--- src/rtl/axi_interconnect_sport_rd_adapter.sv ---
// AXI4 read slave-port adapter: AR -> addr_info and resp_info -> R through 2-entry skid slices, 1-cycle latency.
// Backpressure: registered readies drop when a slice holds two entries or NUM_OUTSTANDING bursts are open.
module axi_interconnect_sport_rd_adapter #(
  parameter int WIDTH_ID        = 4,
  parameter int WIDTH_ADDR      = 32,
  parameter int WIDTH_DATA      = 32,
  parameter int NUM_OUTSTANDING = 4
) (
  input  logic                             clk_sys,
  input  logic                             rst_n,
  input  logic [WIDTH_ID-1:0]              s_axi_arid,
  input  logic [WIDTH_ADDR-1:0]            s_axi_araddr,
  input  logic [7:0]                       s_axi_arlen,
  input  logic [2:0]                       s_axi_arsize,
  input  logic [1:0]                       s_axi_arburst,
  input  logic                             s_axi_arlock,
  input  logic [3:0]                       s_axi_arcache,
  input  logic [2:0]                       s_axi_arprot,
  input  logic [3:0]                       s_axi_arqos,
  input  logic                             s_axi_arvalid,
  output logic                             s_axi_arready,
  output logic [WIDTH_ID-1:0]              s_axi_rid,
  output logic [WIDTH_DATA-1:0]            s_axi_rdata,
  output logic [1:0]                       s_axi_rresp,
  output logic                             s_axi_rlast,
  output logic                             s_axi_rvalid,
  input  logic                             s_axi_rready,
  output logic [WIDTH_ID+WIDTH_ADDR+28:0]  m_addr_info,
  output logic                             m_addr_valid,
  input  logic                             m_addr_ready,
  input  logic [WIDTH_ID+WIDTH_DATA+2:0]   m_resp_info,
  input  logic                             m_resp_valid,
  output logic                             m_resp_ready,
  output logic [3:0]                       outstanding_cnt,
  output logic                             err_underflow
);

  localparam int WIDTH_ADDRINFO = WIDTH_ID + WIDTH_ADDR + 29;
  localparam int WIDTH_RESPINFO = WIDTH_ID + WIDTH_DATA + 3;
  localparam logic [1:0] ST_EMPTY = 2'd0;
  localparam logic [1:0] ST_ONE   = 2'd1;
  localparam logic [1:0] ST_TWO   = 2'd2;
  localparam logic [3:0] CNT_MAX  = 4'(NUM_OUTSTANDING);

  logic [1:0]                ar_st_q, ar_st_d, r_st_q, r_st_d;
  logic [WIDTH_ADDRINFO-1:0] ar_dat0_q, ar_dat0_d, ar_dat1_q, ar_dat1_d, ar_in;
  logic [WIDTH_RESPINFO-1:0] r_dat0_q, r_dat0_d, r_dat1_q, r_dat1_d;
  logic                      ar_rdy_q, ar_rdy_d, r_rdy_q, r_rdy_d;
  logic [3:0]                cnt_q, cnt_d;
  logic                      err_q, err_d;
  logic                      ar_in_hs, ar_out_hs, r_in_hs, r_out_hs, inc, dec;

  // Four spare MSBs pad the packed AR fields up to the crossbar slice width.
  assign ar_in = {4'b0000, s_axi_arid, s_axi_araddr, s_axi_arlen, s_axi_arsize, s_axi_arburst,
                  s_axi_arlock, s_axi_arcache, s_axi_arprot, s_axi_arqos};

  assign s_axi_arready   = ar_rdy_q & rst_n;
  assign m_resp_ready    = r_rdy_q & rst_n;
  assign m_addr_valid    = (ar_st_q != ST_EMPTY);
  assign s_axi_rvalid    = (r_st_q != ST_EMPTY);
  assign m_addr_info     = ar_dat0_q;
  assign s_axi_rid       = r_dat0_q[WIDTH_RESPINFO-1 -: WIDTH_ID];
  assign s_axi_rdata     = r_dat0_q[WIDTH_DATA+2:3];
  assign s_axi_rresp     = r_dat0_q[2:1];
  assign s_axi_rlast     = r_dat0_q[0];
  assign outstanding_cnt = cnt_q;
  assign err_underflow   = err_q;

  assign ar_in_hs  = s_axi_arvalid & s_axi_arready;
  assign ar_out_hs = m_addr_valid & m_addr_ready;
  assign r_in_hs   = m_resp_valid & m_resp_ready;
  assign r_out_hs  = s_axi_rvalid & s_axi_rready;
  assign inc       = ar_in_hs;
  assign dec       = r_out_hs & s_axi_rlast;

  always_comb begin
    ar_st_d   = ar_st_q;
    ar_dat0_d = ar_dat0_q;
    ar_dat1_d = ar_dat1_q;
    case (ar_st_q)
      ST_EMPTY: if (ar_in_hs) begin
        ar_dat0_d = ar_in;
        ar_st_d   = ST_ONE;
      end
      ST_ONE: begin
        if (ar_in_hs && ar_out_hs) begin
          ar_dat0_d = ar_in;
        end else if (ar_in_hs) begin
          ar_dat1_d = ar_in;
          ar_st_d   = ST_TWO;
        end else if (ar_out_hs) begin
          ar_st_d   = ST_EMPTY;
        end
      end
      ST_TWO: if (ar_out_hs) begin
        ar_dat0_d = ar_dat1_q;
        ar_st_d   = ST_ONE;
      end
      default: ar_st_d = ST_EMPTY;
    endcase
  end

  always_comb begin
    r_st_d   = r_st_q;
    r_dat0_d = r_dat0_q;
    r_dat1_d = r_dat1_q;
    case (r_st_q)
      ST_EMPTY: if (r_in_hs) begin
        r_dat0_d = m_resp_info;
        r_st_d   = ST_ONE;
      end
      ST_ONE: begin
        if (r_in_hs && r_out_hs) begin
          r_dat0_d = m_resp_info;
        end else if (r_in_hs) begin
          r_dat1_d = m_resp_info;
          r_st_d   = ST_TWO;
        end else if (r_out_hs) begin
          r_st_d   = ST_EMPTY;
        end
      end
      ST_TWO: if (r_out_hs) begin
        r_dat0_d = r_dat1_q;
        r_st_d   = ST_ONE;
      end
      default: r_st_d = ST_EMPTY;
    endcase
  end

  // Readies are computed from next-cycle occupancy/count so they can be registered.
  always_comb begin
    cnt_d = cnt_q;
    err_d = err_q;
    if (inc && !dec) begin
      cnt_d = cnt_q + 4'd1;
    end else if (dec && !inc) begin
      if (cnt_q == 4'd0) err_d = 1'b1;
      else               cnt_d = cnt_q - 4'd1;
    end
    ar_rdy_d = (ar_st_d != ST_TWO) && (cnt_d != CNT_MAX);
    r_rdy_d  = (r_st_d != ST_TWO);
  end

  always_ff @(posedge clk_sys) begin
    if (!rst_n) begin
      ar_st_q   <= ST_EMPTY;
      ar_dat0_q <= '0;
      ar_dat1_q <= '0;
      r_st_q    <= ST_EMPTY;
      r_dat0_q  <= '0;
      r_dat1_q  <= '0;
      ar_rdy_q  <= 1'b1;
      r_rdy_q   <= 1'b1;
      cnt_q     <= 4'd0;
      err_q     <= 1'b0;
    end else begin
      ar_st_q   <= ar_st_d;
      ar_dat0_q <= ar_dat0_d;
      ar_dat1_q <= ar_dat1_d;
      r_st_q    <= r_st_d;
      r_dat0_q  <= r_dat0_d;
      r_dat1_q  <= r_dat1_d;
      ar_rdy_q  <= ar_rdy_d;
      r_rdy_q   <= r_rdy_d;
      cnt_q     <= cnt_d;
      err_q     <= err_d;
    end
  end

endmodule

--- config.mk ---
export PLATFORM = sky130hd
export DESIGN_NAME = axi_interconnect_sport_rd_adapter
export DESIGN_NICKNAME = d
export VERILOG_FILES = /design/src/rtl/axi_interconnect_sport_rd_adapter.sv
export SDC_FILE = /design/constraint.sdc
export NUM_CORES = 1
export LEC_CHECK = 0
export CAP_MARGIN = 20
export CORE_AREA = 2 2 134 136
export CTS_BUF_LIST = sky130_fd_sc_hd__clkbuf_2
export DETAILED_ROUTE_END_ITERATION = 10
export DIE_AREA = 0 0 136 138
export PLACE_DENSITY = 0.82
export SYNTH_ARGS = -nofsm -noshare
export SYNTH_HDL_FRONTEND = slang
export SYNTH_SLANG_ARGS = --single-unit
--- constraint.sdc ---
create_clock -name clk_sys -period 2.5 [get_ports clk_sys]
set_clock_uncertainty 0.1 [all_clocks]
set_input_delay 0.625 -clock clk_sys [delete_from_list [all_inputs] [get_ports clk_sys]]
set_output_delay 0.625 -clock clk_sys [all_outputs]
set_load 0.01 [all_outputs]
==> impl_metrics.json <==
{
  "drt-initial-drc-count": 339,
  "pin_count": 219,
  "ys_top_cells_by_area": "dfxtp_1, nand2_1, mux2i_1",
  "pwr-share-comb_pct": 17.3,
  "yosys-top-cells-count": "nand2_1, dfxtp_1, a21oi_1",
  "drv_cap": 0,
  "crit_type": "reg2out",
  "gp_congestion": 0.7932,
  "clock_latency_ps": 790,
  "fin_nets": 1343,
  "cts_buffers": 52,
  "timing.rr.start": "ar_st_q[0]$_SDFF_PN0_",
  "ys_ff_latch": 211,
  "cts_max_level": 2,
  "placed_cells": 1410,
  "grt_overflow": 0,
  "worst_setup_path_start_kind": "flop",
  "startpoint": "r_dat0_q[9]$_SDFFE_PN0P_",
  "power.leakage_nw": 4.987,
  "syn_avg_cell_area_um2": 8.605,
  "layout-drive-gt1-share_pct": 13.11,
  "synth_ff_type": "dfxtp_1",
  "num_vias": 7921,
  "final_area_mm2": 0.01164,
  "crit_fanout": 2,
  "cts-root-buf": "clkbuf_2",
  "crit_slowest_cell": "clkdlybuf4s50_1",
  "p_int_mw": 5.006,
  "clk_path_buf_depth": 3,
  "instances_no_fill": 1496,
  "syn-cell-area_mm2": 0.008717,
  "synth.distinct_cells": 44,
  "drc": 0,
  "cp_data_arrival_time_ps": 1690,
  "critical-path-top-delay-family": "buffers and inverters",
  "rr_endpoint": "m_addr_info[23]$_SDFFE_PN0P_",
  "pwr_density_cell_mw_per_mm2": 603.4,
  "p_sw_share_pct": 28.73,
  "worstHoldStart": "s_axi_arcache[3]",
  "p_switching_mw": 2.018,
  "start_util_pct": 49.71,
  "drt-total-wl_um": 22170,
  "synth-edff-count": 0,
  "worst_hold_path_type": "in2reg",
  "port_buffers": 214,
  "slowest_delay_ps": 550,
  "async_flop_share_pct": 0,
  "n_fill_cell": 1487,
  "wl_per_cell_um": 14.82,
  "fmax_ghz": 0.4145,
  "die-area_mm2": 0.01877,
  "fin_crit_ps": 2412,
  "period_share_pct": 96.49,
  "synth_warnings": 0,
  "sequentialPowerShare_pct": 51.8,
  "grt_setup_unrepaired": "false",
  "synth-seq-area-share_pct": 48.46,
  "final-hold-violation-count": 0,
  "cts_setup_buffers": 0,
  "tightestPinTransition_ps": 1096,
  "clk_pin_slew_ps": 120,
  "cts_hold_buf": 0,
  "worstPathRequired_ps": 1770,
  "vias_per_cell": 5.295,
  "grtUsageTotal_pct": 22.87,
  "clock-sinks": 211,
  "worstSetupEndpointType": "output port",
  "post-route-util_pct": 66.38,
  "relSlewSlack_pct": 26.94,
  "die_x_um": 136,
  "slew_viol_final": 0,
  "crit_buf_inv": 1,
  "seqCellArea_mm2": 0.004235,
  "die-height_um": 138,
  "crit_path_cell_trace": "clkdlybuf4s50_1",
  "status": "completed",
  "synth_top_area_share_pct": 48.46,
  "path_depth": 1,
  "vdd.ir_drop.worst_uv": 440.5,
  "grt_pass1_vias": 7577,
  "ff2ff_path_depth": 4,
  "clkPwrFrac_pct": 30.9,
  "multiInputGateArea_mm2": 0.004081,
  "antenna_found_initial": 1,
  "grt_pass1_wl_um": 35540,
  "synthCells": 1013,
  "placeableCoreArea_mm2": 0.01753,
  "syn_to_final_growth_pct": 33.52,
  "grt_max_degree": 73,
  "ant_nets": 0,
  "dp_hpwl_um": 14510,
  "placementRows": 49,
  "yosysMostFrequentCell": "nand2_1",
  "setup_violations": 0,
  "holdWs_ps": 299.2,
  "endpoint": "s_axi_rdata[6]",
  "drtPass1Iterations": 4,
  "cts_tree": "built",
  "dpl-instance-area_mm2": 0.01117,
  "r2r_setup_slack_ps": 350,
  "yosys.area.top_type": "dfxtp_1",
  "setup_tns_ps": 0
}
==> worst min-delay path by stage <==
| stage | depth (start not counted) | slack (ps) | end |
|---|---|---|---|
| detailed placement | 2 | 350 | ar_dat1_q[6]$_SDFFE_PN0P_ |
| CTS | 3 | 220 | ar_dat1_q[26]$_SDFFE_PN0P_ |
| global route | 3 | 230 | ar_dat1_q[14]$_SDFFE_PN0P_ |
| floorplan | 2 | 340 | ar_dat1_q[0]$_SDFFE_PN0P_ |
| finish | 3 | 300 | ar_dat1_q[10]$_SDFFE_PN0P_ |
| global placement | 2 | 340 | ar_dat1_q[17]$_SDFFE_PN0P_ |
==> routing by layer <==
metal	part of all wire [%]	track usage (%)
met5	0	0
met4	5.5	13.93
met3	5.9	5.061
met2	48	37.66
met1	41	26.97
==> state kept, by name, indices dropped and copies added (netlist names) <==
register	count
ar_rdy_q	1
r_dat1_q	39
m_addr_info	61
r_st_q	2
outstanding_cnt	4
ar_st_q	2
r_rdy_q	1
err_underflow	1
ar_dat1_q	61
r_dat0_q	39
==> cell families (layout without fill, tap and decap cells) <==
kind of cell | count (synthesis) | after routing | synth area share [%]
fa+ha+maj | 2 | 2 | 0.2870
other cells | 1 | 5 | 0.04302
xor+xnor | 3 | 3 | 0.3015
buf+inv | 90 | 340 | 5.067
simple gates | 423 | 423 | 19.31
flops | 211 | 211 | 48.46
mux | 61 | 61 | 7.005
compound gates | 222 | 222 | 19.54
==> worst min-delay path: cells and delay by family <==
kind	cells	cell delay, ps
AOI/OAI and AO/OA	1	50
buffers and inverters	1	420
and+or+nand+nor	1	60
==> stage by stage <==
step                      worst slack (ps)  power, mW
after floorplan                      423.0      4.301
final                                87.68      7.023
after CTS                            1.242      7.110
after global routing               0.08149      7.378
after global placement              -190.8      4.928
after detailed placement            -199.9      4.962
==> cell type report <==
cell class | count | share of cell area, %
diodes | 1 | 0.02150
well taps | 229 | 2.462
inverters | 4 | 0.1720
clock buffers | 68 | 2.924
clock inverters | 17 | 0.7848
repair buffers | 251 | 22.18
multi-input cells | 715 | 35.07
flip-flops and latches | 211 | 36.39
==> repair_timing <==
item,4_1_cts,5_1_grt
pin swaps,0,0
endpoints found under the hold margin,0,0
setup endpoints to repair,22,23
resized for setup,34,23
==> cells in the final DEF, fill, tap and decap left out, types with 22 or more instances in the layout <==
master	count
nand2_1	282
dfxtp_1	206
clkdlybuf4s50_1	170
a21oi_1	111
nor2_1	109
clkbuf_2	69
a211oi_1	62
mux2i_1	61
a311oi_2	39
buf_4	25
dlymetal6s2s_1	22
==> power groups by stage <==
stage	sequential, mW	clock, mW	combinational (mW)
floorplan	3.77	0	0.534
global placement	3.71	0	1.21
detailed placement	3.72	0	1.24
CTS	3.64	2.24	1.23
global route	3.66	2.40	1.31
finish	3.64	2.17	1.21
(Power assumes the default switching activity.)
